<file path="src/rtl/uart_mmio_ctrl.sv">
// M-stage memory-mapped I/O controller: TX byte buffer, RX FIFO and cycle counter
// behind the 0x8xxxxxxx address space, with combinational read-back to write-back.
module uart_mmio_ctrl #(
    parameter int RX_DEPTH = 8,
    parameter int RX_AW    = 3
) (
    input  logic        clk,
    input  logic        reset,
    input  logic        stall,
    input  logic [31:0] addr,
    input  logic [5:0]  opcode,
    input  logic [7:0]  wdata,
    output logic [7:0]  uart_din,
    output logic        uart_din_valid,
    input  logic        uart_din_ready,
    input  logic [7:0]  uart_dout,
    input  logic        uart_dout_valid,
    output logic        uart_dout_ready,
    output logic        io_sel,
    output logic [31:0] io_rdata
);
    localparam logic [5:0] OP_LB  = 6'h20;
    localparam logic [5:0] OP_LW  = 6'h23;
    localparam logic [5:0] OP_LBU = 6'h24;
    localparam logic [5:0] OP_SB  = 6'h28;
    localparam logic [5:0] OP_SW  = 6'h2B;

    localparam logic [5:0] OFF_TX_STAT = 6'h00;
    localparam logic [5:0] OFF_RX_STAT = 6'h04;
    localparam logic [5:0] OFF_TX_DATA = 6'h08;
    localparam logic [5:0] OFF_RX_DATA = 6'h0C;
    localparam logic [5:0] OFF_CYCLE   = 6'h10;

    localparam logic [RX_AW:0]   RX_FULL_COUNT = (RX_AW+1)'(RX_DEPTH);
    localparam logic [RX_AW:0]   COUNT_ONE     = (RX_AW+1)'(1);
    localparam logic [RX_AW-1:0] PTR_ONE       = RX_AW'(1);

    logic            isLoad;
    logic            isStore;
    logic [5:0]      offset;
    logic            txFullReg;
    logic [7:0]      txBufReg;
    logic [RX_AW-1:0] rdPtrReg;
    logic [RX_AW-1:0] wrPtrReg;
    logic [RX_AW:0]  rxCountReg;
    logic [7:0]      rxMem [RX_DEPTH];
    logic [31:0]     cycleCountReg;
    logic            rxEmpty;
    logic            rxFull;
    logic [7:0]      rxHead;
    logic [7:0]      rxCount8;
    logic            txCapture;
    logic            txDrain;
    logic            rxPush;
    logic            rxPop;
    logic            cycleClear;

    assign isLoad  = (opcode == OP_LB) || (opcode == OP_LW) || (opcode == OP_LBU);
    assign isStore = (opcode == OP_SB) || (opcode == OP_SW);
    assign offset  = addr[5:0];
    assign io_sel  = (addr[31:28] == 4'h8) && (isLoad || isStore);

    assign rxEmpty  = (rxCountReg == '0);
    assign rxFull   = (rxCountReg == RX_FULL_COUNT);
    assign rxHead   = rxMem[rdPtrReg];
    assign rxCount8 = 8'(rxCountReg);

    assign uart_din        = txBufReg;
    assign uart_din_valid  = txFullReg;
    assign uart_dout_ready = ~rxFull & ~reset;

    // A store while the buffer is full is dropped even if it drains this cycle.
    assign txDrain    = txFullReg && uart_din_ready;
    assign txCapture  = io_sel && isStore && (offset == OFF_TX_DATA) && !stall && !txFullReg;
    assign rxPush     = uart_dout_valid && uart_dout_ready;
    assign rxPop      = io_sel && isLoad && (offset == OFF_RX_DATA) && !stall && !rxEmpty;
    assign cycleClear = io_sel && isStore && (offset == OFF_CYCLE) && !stall;

    always_comb begin
        io_rdata = '0;
        if (io_sel && isLoad) begin
            case (offset)
                OFF_TX_STAT: io_rdata = {31'b0, ~txFullReg};
                OFF_RX_STAT: io_rdata = {16'b0, rxCount8, 7'b0, ~rxEmpty};
                OFF_RX_DATA: begin
                    if (!rxEmpty) begin
                        if (opcode == OP_LB) io_rdata = {{24{rxHead[7]}}, rxHead};
                        else                 io_rdata = {24'b0, rxHead};
                    end
                end
                OFF_CYCLE:   io_rdata = cycleCountReg;
                default:     io_rdata = '0;
            endcase
        end
    end

    always_ff @(posedge clk) begin
        if (reset) begin
            txFullReg <= 1'b0;
            txBufReg  <= '0;
        end else if (txCapture) begin
            txFullReg <= 1'b1;
            txBufReg  <= wdata;
        end else if (txDrain) begin
            txFullReg <= 1'b0;
        end
    end

    // Storage carries no reset so it can map to distributed RAM; pointers define validity.
    always_ff @(posedge clk) begin
        if (rxPush) rxMem[wrPtrReg] <= uart_dout;
    end

    always_ff @(posedge clk) begin
        if (reset) begin
            rdPtrReg   <= '0;
            wrPtrReg   <= '0;
            rxCountReg <= '0;
        end else begin
            if (rxPush) wrPtrReg <= wrPtrReg + PTR_ONE;
            if (rxPop)  rdPtrReg <= rdPtrReg + PTR_ONE;
            if (rxPush && !rxPop)      rxCountReg <= rxCountReg + COUNT_ONE;
            else if (rxPop && !rxPush) rxCountReg <= rxCountReg - COUNT_ONE;
        end
    end

    always_ff @(posedge clk) begin
        if (reset || cycleClear) cycleCountReg <= '0;
        else                     cycleCountReg <= cycleCountReg + 32'd1;
    end
endmodule
</file>
<file path="config.mk">
export PLATFORM = sky130hd
export DESIGN_NAME = uart_mmio_ctrl
export DESIGN_NICKNAME = d
export VERILOG_FILES = /design/src/rtl/uart_mmio_ctrl.sv
export SDC_FILE = /design/constraint.sdc
export NUM_CORES = 1
export LEC_CHECK = 0
export CORE_MARGIN = 5
export CORE_UTILIZATION = 35
export DETAILED_ROUTE_END_ITERATION = 10
export GPL_ROUTABILITY_DRIVEN = 0
export GPL_TIMING_DRIVEN = 0
export HOLD_SLACK_MARGIN = 0.12
export PLACE_DENSITY = 0.65
export RECOVER_POWER = 100
export REMOVE_ABC_BUFFERS = 1
export SLEW_MARGIN = 20
export SYNTH_ARGS = -nofsm -noshare
export SYNTH_HDL_FRONTEND = slang
export SYNTH_SLANG_ARGS = --single-unit
</file>
<file path="constraint.sdc">
create_clock -name clk -period 3.6 [get_ports clk]
set_input_delay 0.36 -clock clk [delete_from_list [all_inputs] [get_ports clk]]
set_output_delay 0.36 -clock clk [all_outputs]
set_load 0.05 [all_outputs]
</file>
==> results of run 1 <==
worst paths after layout:
path / endpoint / slack (ps) / cells past startpoint
worst min-delay path: uart_din[7] / 470 / 2
worst min register to register: uart_din[7] / 470 / 2
worst max-delay path: io_rdata[11] / 110 / 6
worst max register to register: rxCountReg[3] / 660 / 10
placed cells by master (no fill, tap or decap), types with 7 or more instances in the layout:
cell type / instances
a21oi_1: 61
clkbuf_16: 17
clkdlybuf4s50_1: 27
dfxtp_1: 51
dlygate4sd2_1: 30
dlygate4sd3_1: 20
edfxtp_1: 64
inv_1: 8
mux2i_1: 13
mux4_2: 14
nand2_1: 37
nand2b_1: 7
nand3_1: 21
nand4_1: 7
nor2_1: 37
o21ai_0: 18
o31ai_1: 14
or3_1: 7
or4_1: 17
xnor2_1: 7
xor2_1: 7
through the flow:
step	utilization [%]	std cells	instance area (um^2)	total power [W]	setup slack, ps
2_1_floorplan	-	465	5371	0.001560	349.6
3_3_place_gp	41.96	755	6426	0.001635	-773.6
3_5_place_dp	42.21	756	6465	0.001645	-699.7
4_1_cts	45.87	791	7024	0.003174	1.340
5_1_grt	45.68	791	6995	0.003254	3.521
6_report	45.68	791	6995	0.003141	114.5
layout make-up:
cell class | count | share of cell area [%]
clock buffers | 18 | 6.135
multi-input cells | 340 | 34.04
clock inverters | 14 | 1.592
inverters | 8 | 0.4293
flip-flops and latches | 118 | 43.02
well taps | 211 | 3.774
repair buffers | 82 | 11.02
per-layer routing:
metal	track usage [%]	vias to the layer above
li1	-	2031
met5	0	-
met4	3.863	0
met1	17.64	2086
met3	4.829	18
met2	25.55	125
cells in the mapped netlist, types with 13 or more instances:
| cell | n | area [um^2] |
|---|---|---|
| edfxtp_1 | 64 | 1922 |
| or4_1 | 16 | 120.1 |
| mux4_2 | 14 | 315.3 |
| mux2i_1 | 13 | 130.1 |
| nand3_1 | 22 | 110.1 |
| dfxtp_1 | 54 | 1081 |
| nand2_1 | 37 | 138.9 |
| clkbuf_1 | 16 | 60.06 |
| o31ai_1 | 14 | 105.1 |
| nor2_1 | 37 | 138.9 |
| o21ai_0 | 18 | 90.09 |
| a21oi_1 | 61 | 305.3 |
report_power, final:
group	switching, W	total, W	internal, W	leakage [nW]
sequential	0.0000179	0.00146	0.00144	1.02
clock	0.000586	0.00152	0.000937	0.262
combinational	0.0000861	0.000161	0.0000747	0.998
sequential cells by signal, summed over array words and instances (netlist names), named ones only:
name,count
rdPtrReg,3
cycleCountReg,32
uart_din,8
rxMem,64
wrPtrReg,3
uart_din_valid,1
rxCountReg,4
worst max-delay path, delay by kind of cell:
family          cells  cell delay, ps
simple gates        2             970
compound gates      2             810
buf+inv             2             980
cell families after synthesis:
| logic type | after synthesis |
|---|---|
| DFF | 118 |
| adders and majority gates | 7 |
| xor gates and xnor gates | 14 |
| buffers and inverters | 34 |
| AOI/OAI and AO/OA | 116 |
| muxes | 29 |
| and+or+nand+nor | 173 |
timing repair:
item,CTS,global route
setup endpoints to repair,26,2
resized for setup,39,2
pin swaps,2,0
gates cloned,1,0
buffers inserted,2,0
==> flow_summary.yaml, run 1 <==
setup_path:
  worstPathMaxFanout: 25
  slowest_delay_ps: 600
  critPathLaunchType: "input pin"
  critical_path_required_ps: 3240
  cp_slowest_cell: "or4b_4"
  end_kind: "primary output"
  r2r_start: "rxCountReg[0]"
  crit_start: "addr[29]"
  path_cells: "clkdlybuf4s50_1, or4b_4, a211oi_2, nand3_4, a21oi_1, dlygate4sd2_1"
  criticalPathCategory: "in2out"
  worstPathArrival_ps: 3130
detailed_routing:
  top_layer: "met4"
  drc: 0
  vias: 4260
  wl_met3_um: 831
  wl_per_cell_um: 16.72
  drt-met1-wl_mm: 5.461
  met2WireLength_mm: 6.764
  drt_pass1_iterations: 5
  drt_iter0_drc: 267
  vias_per_cell: 5.386
  drt_wl_total_mm: 13.22
  ant_nets: 0
synthesis:
  syn_area_per_cell_um2: 11.19
  ys_async_sr_fraction_pct: 0
  ys_types: 53
  synth_adder_area_share_pct: 1.731
  synthXorXnorAreaFrac_pct: 2.232
  ys.flop_type: "edfxtp_1"
  synth_area_um2: 5493
  synthSimpleGateAreaFrac_pct: 17.24
  synthCells: 491
  synth-compound-area-share_pct: 12.85
  synth_top_family_by_area: "simple AND/OR/NAND/NOR gates"
  yosysSeqAreaShare_pct: 54.67
  synth_warnings: 0
  synth_edf_count: 64
  synth.area.mux_share_pct: 8.519
  synth_seq_cells: 118
outcome:
  status: "complete, no violations"
global_route:
  grt_pass1_wl_mm: 21.10
  grt_max_degree: 32
  grt-ovfl-total: 0
  antenna_found_initial: 0
  grt_pass1_vias: 4161
  grt.total_usage_pct: 14.74
pwr:
  worst_ir_drop_vdd_mv: 0.3874
  leakage_nw: 2.276
  powerDensity_nw_per_um2: 449.1
placement:
  io_buffers: 79
  dp_hpwl_mm: 8.873
timing:
  slew_headroom_pct: 10.04
  worst_clock_skew_ps: 8.859
  hold_viol: 0
  tightest_slew_ps: 1339
  fmax_mhz: 286.9
  setup_viol: 0
  fin_crit_sh_pct: 96.82
  hold_slack_ps: 469.5
  rsz0062_at_grt: "no"
  min_period_ps: 3485
  slew_violations: 0
  setup_tns_ps: 0
floorplan:
  ios: 102
  die_w_um: 135.3
  initial_core_util_pct: 35.87
  coreArea_um2: 15310
  die_height_um: 135.3
  num_rows: 45
  die_area_um2: 18300
worst_hold_path:
  hp-class: "reg2reg"
  min_from: "uart_din[7]"
cts:
  cts_sinks: 118
  path_clk_slew_ps: 50
  cts_buffers: 17
  worstSkewPairLatency_ps: 410
  cts_hold_buf: 0
  cts_root_buf: "clkbuf_16"
  htree_num_levels: 4
  cts_tree: "yes"
  cts_max_path_buffers: 2
flow_run:
  cap_viol_max_count: 0
final_layout:
  regArea_um2: 3009
  fillCellCount: 1409
  syn2layout_area_growth_pct: 27.36
  final_nets: 633
  n_antenna_cell: 0
  multiInputGateArea_um2: 2381
  drive_above_1_share_pct: 11.72
No activity file was read; power rests on OpenSTA's default activity.
==> inputs of run 2 (changes only) <==
--- a/config.mk
+++ b/config.mk
@@ -11,7 +11,7 @@
 export GPL_ROUTABILITY_DRIVEN = 0
 export GPL_TIMING_DRIVEN = 0
 export HOLD_SLACK_MARGIN = 0.12
-export PLACE_DENSITY = 0.65
+export PLACE_DENSITY = 0.67
 export RECOVER_POWER = 100
 export REMOVE_ABC_BUFFERS = 1
 export SLEW_MARGIN = 20
==> constraint.sdc (replaced) <==
create_clock -name clk -period 3.1 [get_ports clk]
set_input_delay 0.31 -clock clk [delete_from_list [all_inputs] [get_ports clk]]
set_output_delay 0.31 -clock clk [all_outputs]
set_load 0.05 [all_outputs]
==> run 2 against run 1 <==
Against the previous run: global-route usage hardly changed; worst setup slack lost 21 ps; power grew 26%; first-iteration DRC count is 23% higher; hold slack about the same; non-clock buffer count rose by 4; sequential share of layout area decreased by 1.3 points; critical path depth increased by 1; sequential power increased by 16%; utilization grew 1.4 points; largest cell class unchanged.
==> flow_summary.yaml, run 2 (synthesized netlist as in run 1, its figures left out) <==
timing:
  hold_viol: 0
  hold_slack_ps: 469.5
  worst_clock_skew_ps: 5.872
  slew_violations: 0
  setup_tns_ps: 0
  min_period_ps: 3006
  slew_headroom_pct: 32.83
  fin_crit_sh_pct: 96.98
  fmax_mhz: 332.6
  rsz0062_at_grt: "no"
  setup_viol: 0
  tightest_slew_ps: 1006
pwr:
  leakage_nw: 2.250
  worst_ir_drop_vdd_mv: 0.4738
  powerDensity_nw_per_um2: 550.3
global_route:
  grt_pass1_wl_mm: 21.13
  antenna_found_initial: 0
  grt-ovfl-total: 0
  grt_max_degree: 32
  grt.total_usage_pct: 14.75
  grt_pass1_vias: 4178
outcome:
  status: "complete, no violations"
floorplan:
  die_area_um2: 18300
  die_height_um: 135.3
  initial_core_util_pct: 35.87
  ios: 102
  num_rows: 45
  coreArea_um2: 15310
  die_w_um: 135.3
cts:
  cts_buffers: 17
  worstSkewPairLatency_ps: 410
  cts_root_buf: "clkbuf_16"
  cts_tree: "yes"
  cts_sinks: 118
  cts_max_path_buffers: 2
  htree_num_levels: 4
  path_clk_slew_ps: 60
final_layout:
  largest_reg_flops: 64
  mostFrequentLayoutCell: "edfxtp_1"
  regArea_um2: 3009
  fillCellCount: 1419
  fin_cells: 796
  n_antenna_cell: 0
  final_cell_mix: "edfxtp_1, a21oi_1, dfxtp_1, nand2_1, nor2_1"
  stdcell_area_um2: 7209
  multiInputGateArea_um2: 2470
  syn2layout_area_growth_pct: 31.25
  final_nets: 638
  drive_above_1_share_pct: 19.49
  top_register: "rxMem"
  utilization_pct: 47.08
placement:
  io_buffers: 79
  placed_cell_area_um2: 6465
  dp_hpwl_mm: 8.994
  dp_cells: 756
setup_path:
  slowest_delay_ps: 640
  worstPathMaxFanout: 4
  critical_path_required_ps: 2790
  path_delay_family: "buffers and inverters"
  crit_buf_inv: 3
  end_kind: "primary output"
  worstPathArrival_ps: 2700
  path_cells: "clkdlybuf4s50_1, or4_1, nor3b_4, buf_4, a22oi_1, o22ai_1, buf_1"
  critPathLaunchType: "input pin"
  cp_slowest_cell: "or4_1"
  criticalPathCategory: "in2out"
detailed_routing:
  ant_nets: 0
  drc: 0
  vias_per_cell: 5.368
  drt_wl_total_mm: 13.92
  vias: 4273
  wl_per_cell_um: 17.49
  drt_iter0_drc: 328
  drt_pass1_iterations: 4
worst_hold_path:
  hp-class: "in2reg"
flow_run:
  cap_viol_max_count: 0
==> run 2: worst min-delay path, delay by kind of cell <==
family,cells,cell delay [ps]
buf+inv,1,400
compound gates,1,60
simple gates,1,60
==> run 2: final timing paths <==
kind	start	endpoint	slack, ps	depth (start not counted)
worst min-delay path	wdata[0]	uart_din[0]	470	3
worst max-delay path	addr[1]	io_rdata[0]	90	7
worst max register to register	rxCountReg[0]	rxCountReg[3]	270	10
worst min register to register	cycleCountReg[0]	cycleCountReg[0]	470	1
==> run 2: routing by layer <==
layer / GRT usage [%] / vias up / part of all wire (%) / wire [um]
met3: 3.678 / 20 / 5.2 / 730
met5: 0 / - / 0 / 0
met4: 5.991 / 0 / 1.6 / 219
met2: 26.52 / 99 / 53 / 7400
li1: - / 2044 / - / -
met1: 16.67 / 2110 / 40 / 5570
==> run 2: repair_timing <==
action                                  4_1_cts  5_1_grt
endpoints found under the setup margin       97       20
setup buffers                                 3        3
gates resized for setup                     101       28
hold buffers                                  0        0
pin swaps                                     2        3
cloned                                        1        1
==> run 2: per-stage QoR <==
stage               total power, W  worst slack (ps)
floorplan                 0.001812            -100.4
global route              0.004093             12.15
CTS                       0.003990             6.858
global placement          0.001899             -1173
finish                    0.003967             93.57
detailed placement        0.001912             -1102
==> run 2: power by group <==
part	switching (W)	internal, W	total (W)
Sequential	0.0000219	0.00167	0.00169
Combinational	0.000114	0.0000919	0.000206
Clock	0.000718	0.00135	0.00207
==> run 2: layout make-up <==
cell class / count / area share [%]
Clock buffer: 17 / 5.901
Clock inverter: 15 / 2.812
Inverter: 8 / 0.4165
Multi-Input combinational cell: 341 / 34.26
Sequential cell: 118 / 41.74
Tap cell: 211 / 3.662
Timing Repair Buffer: 86 / 11.21
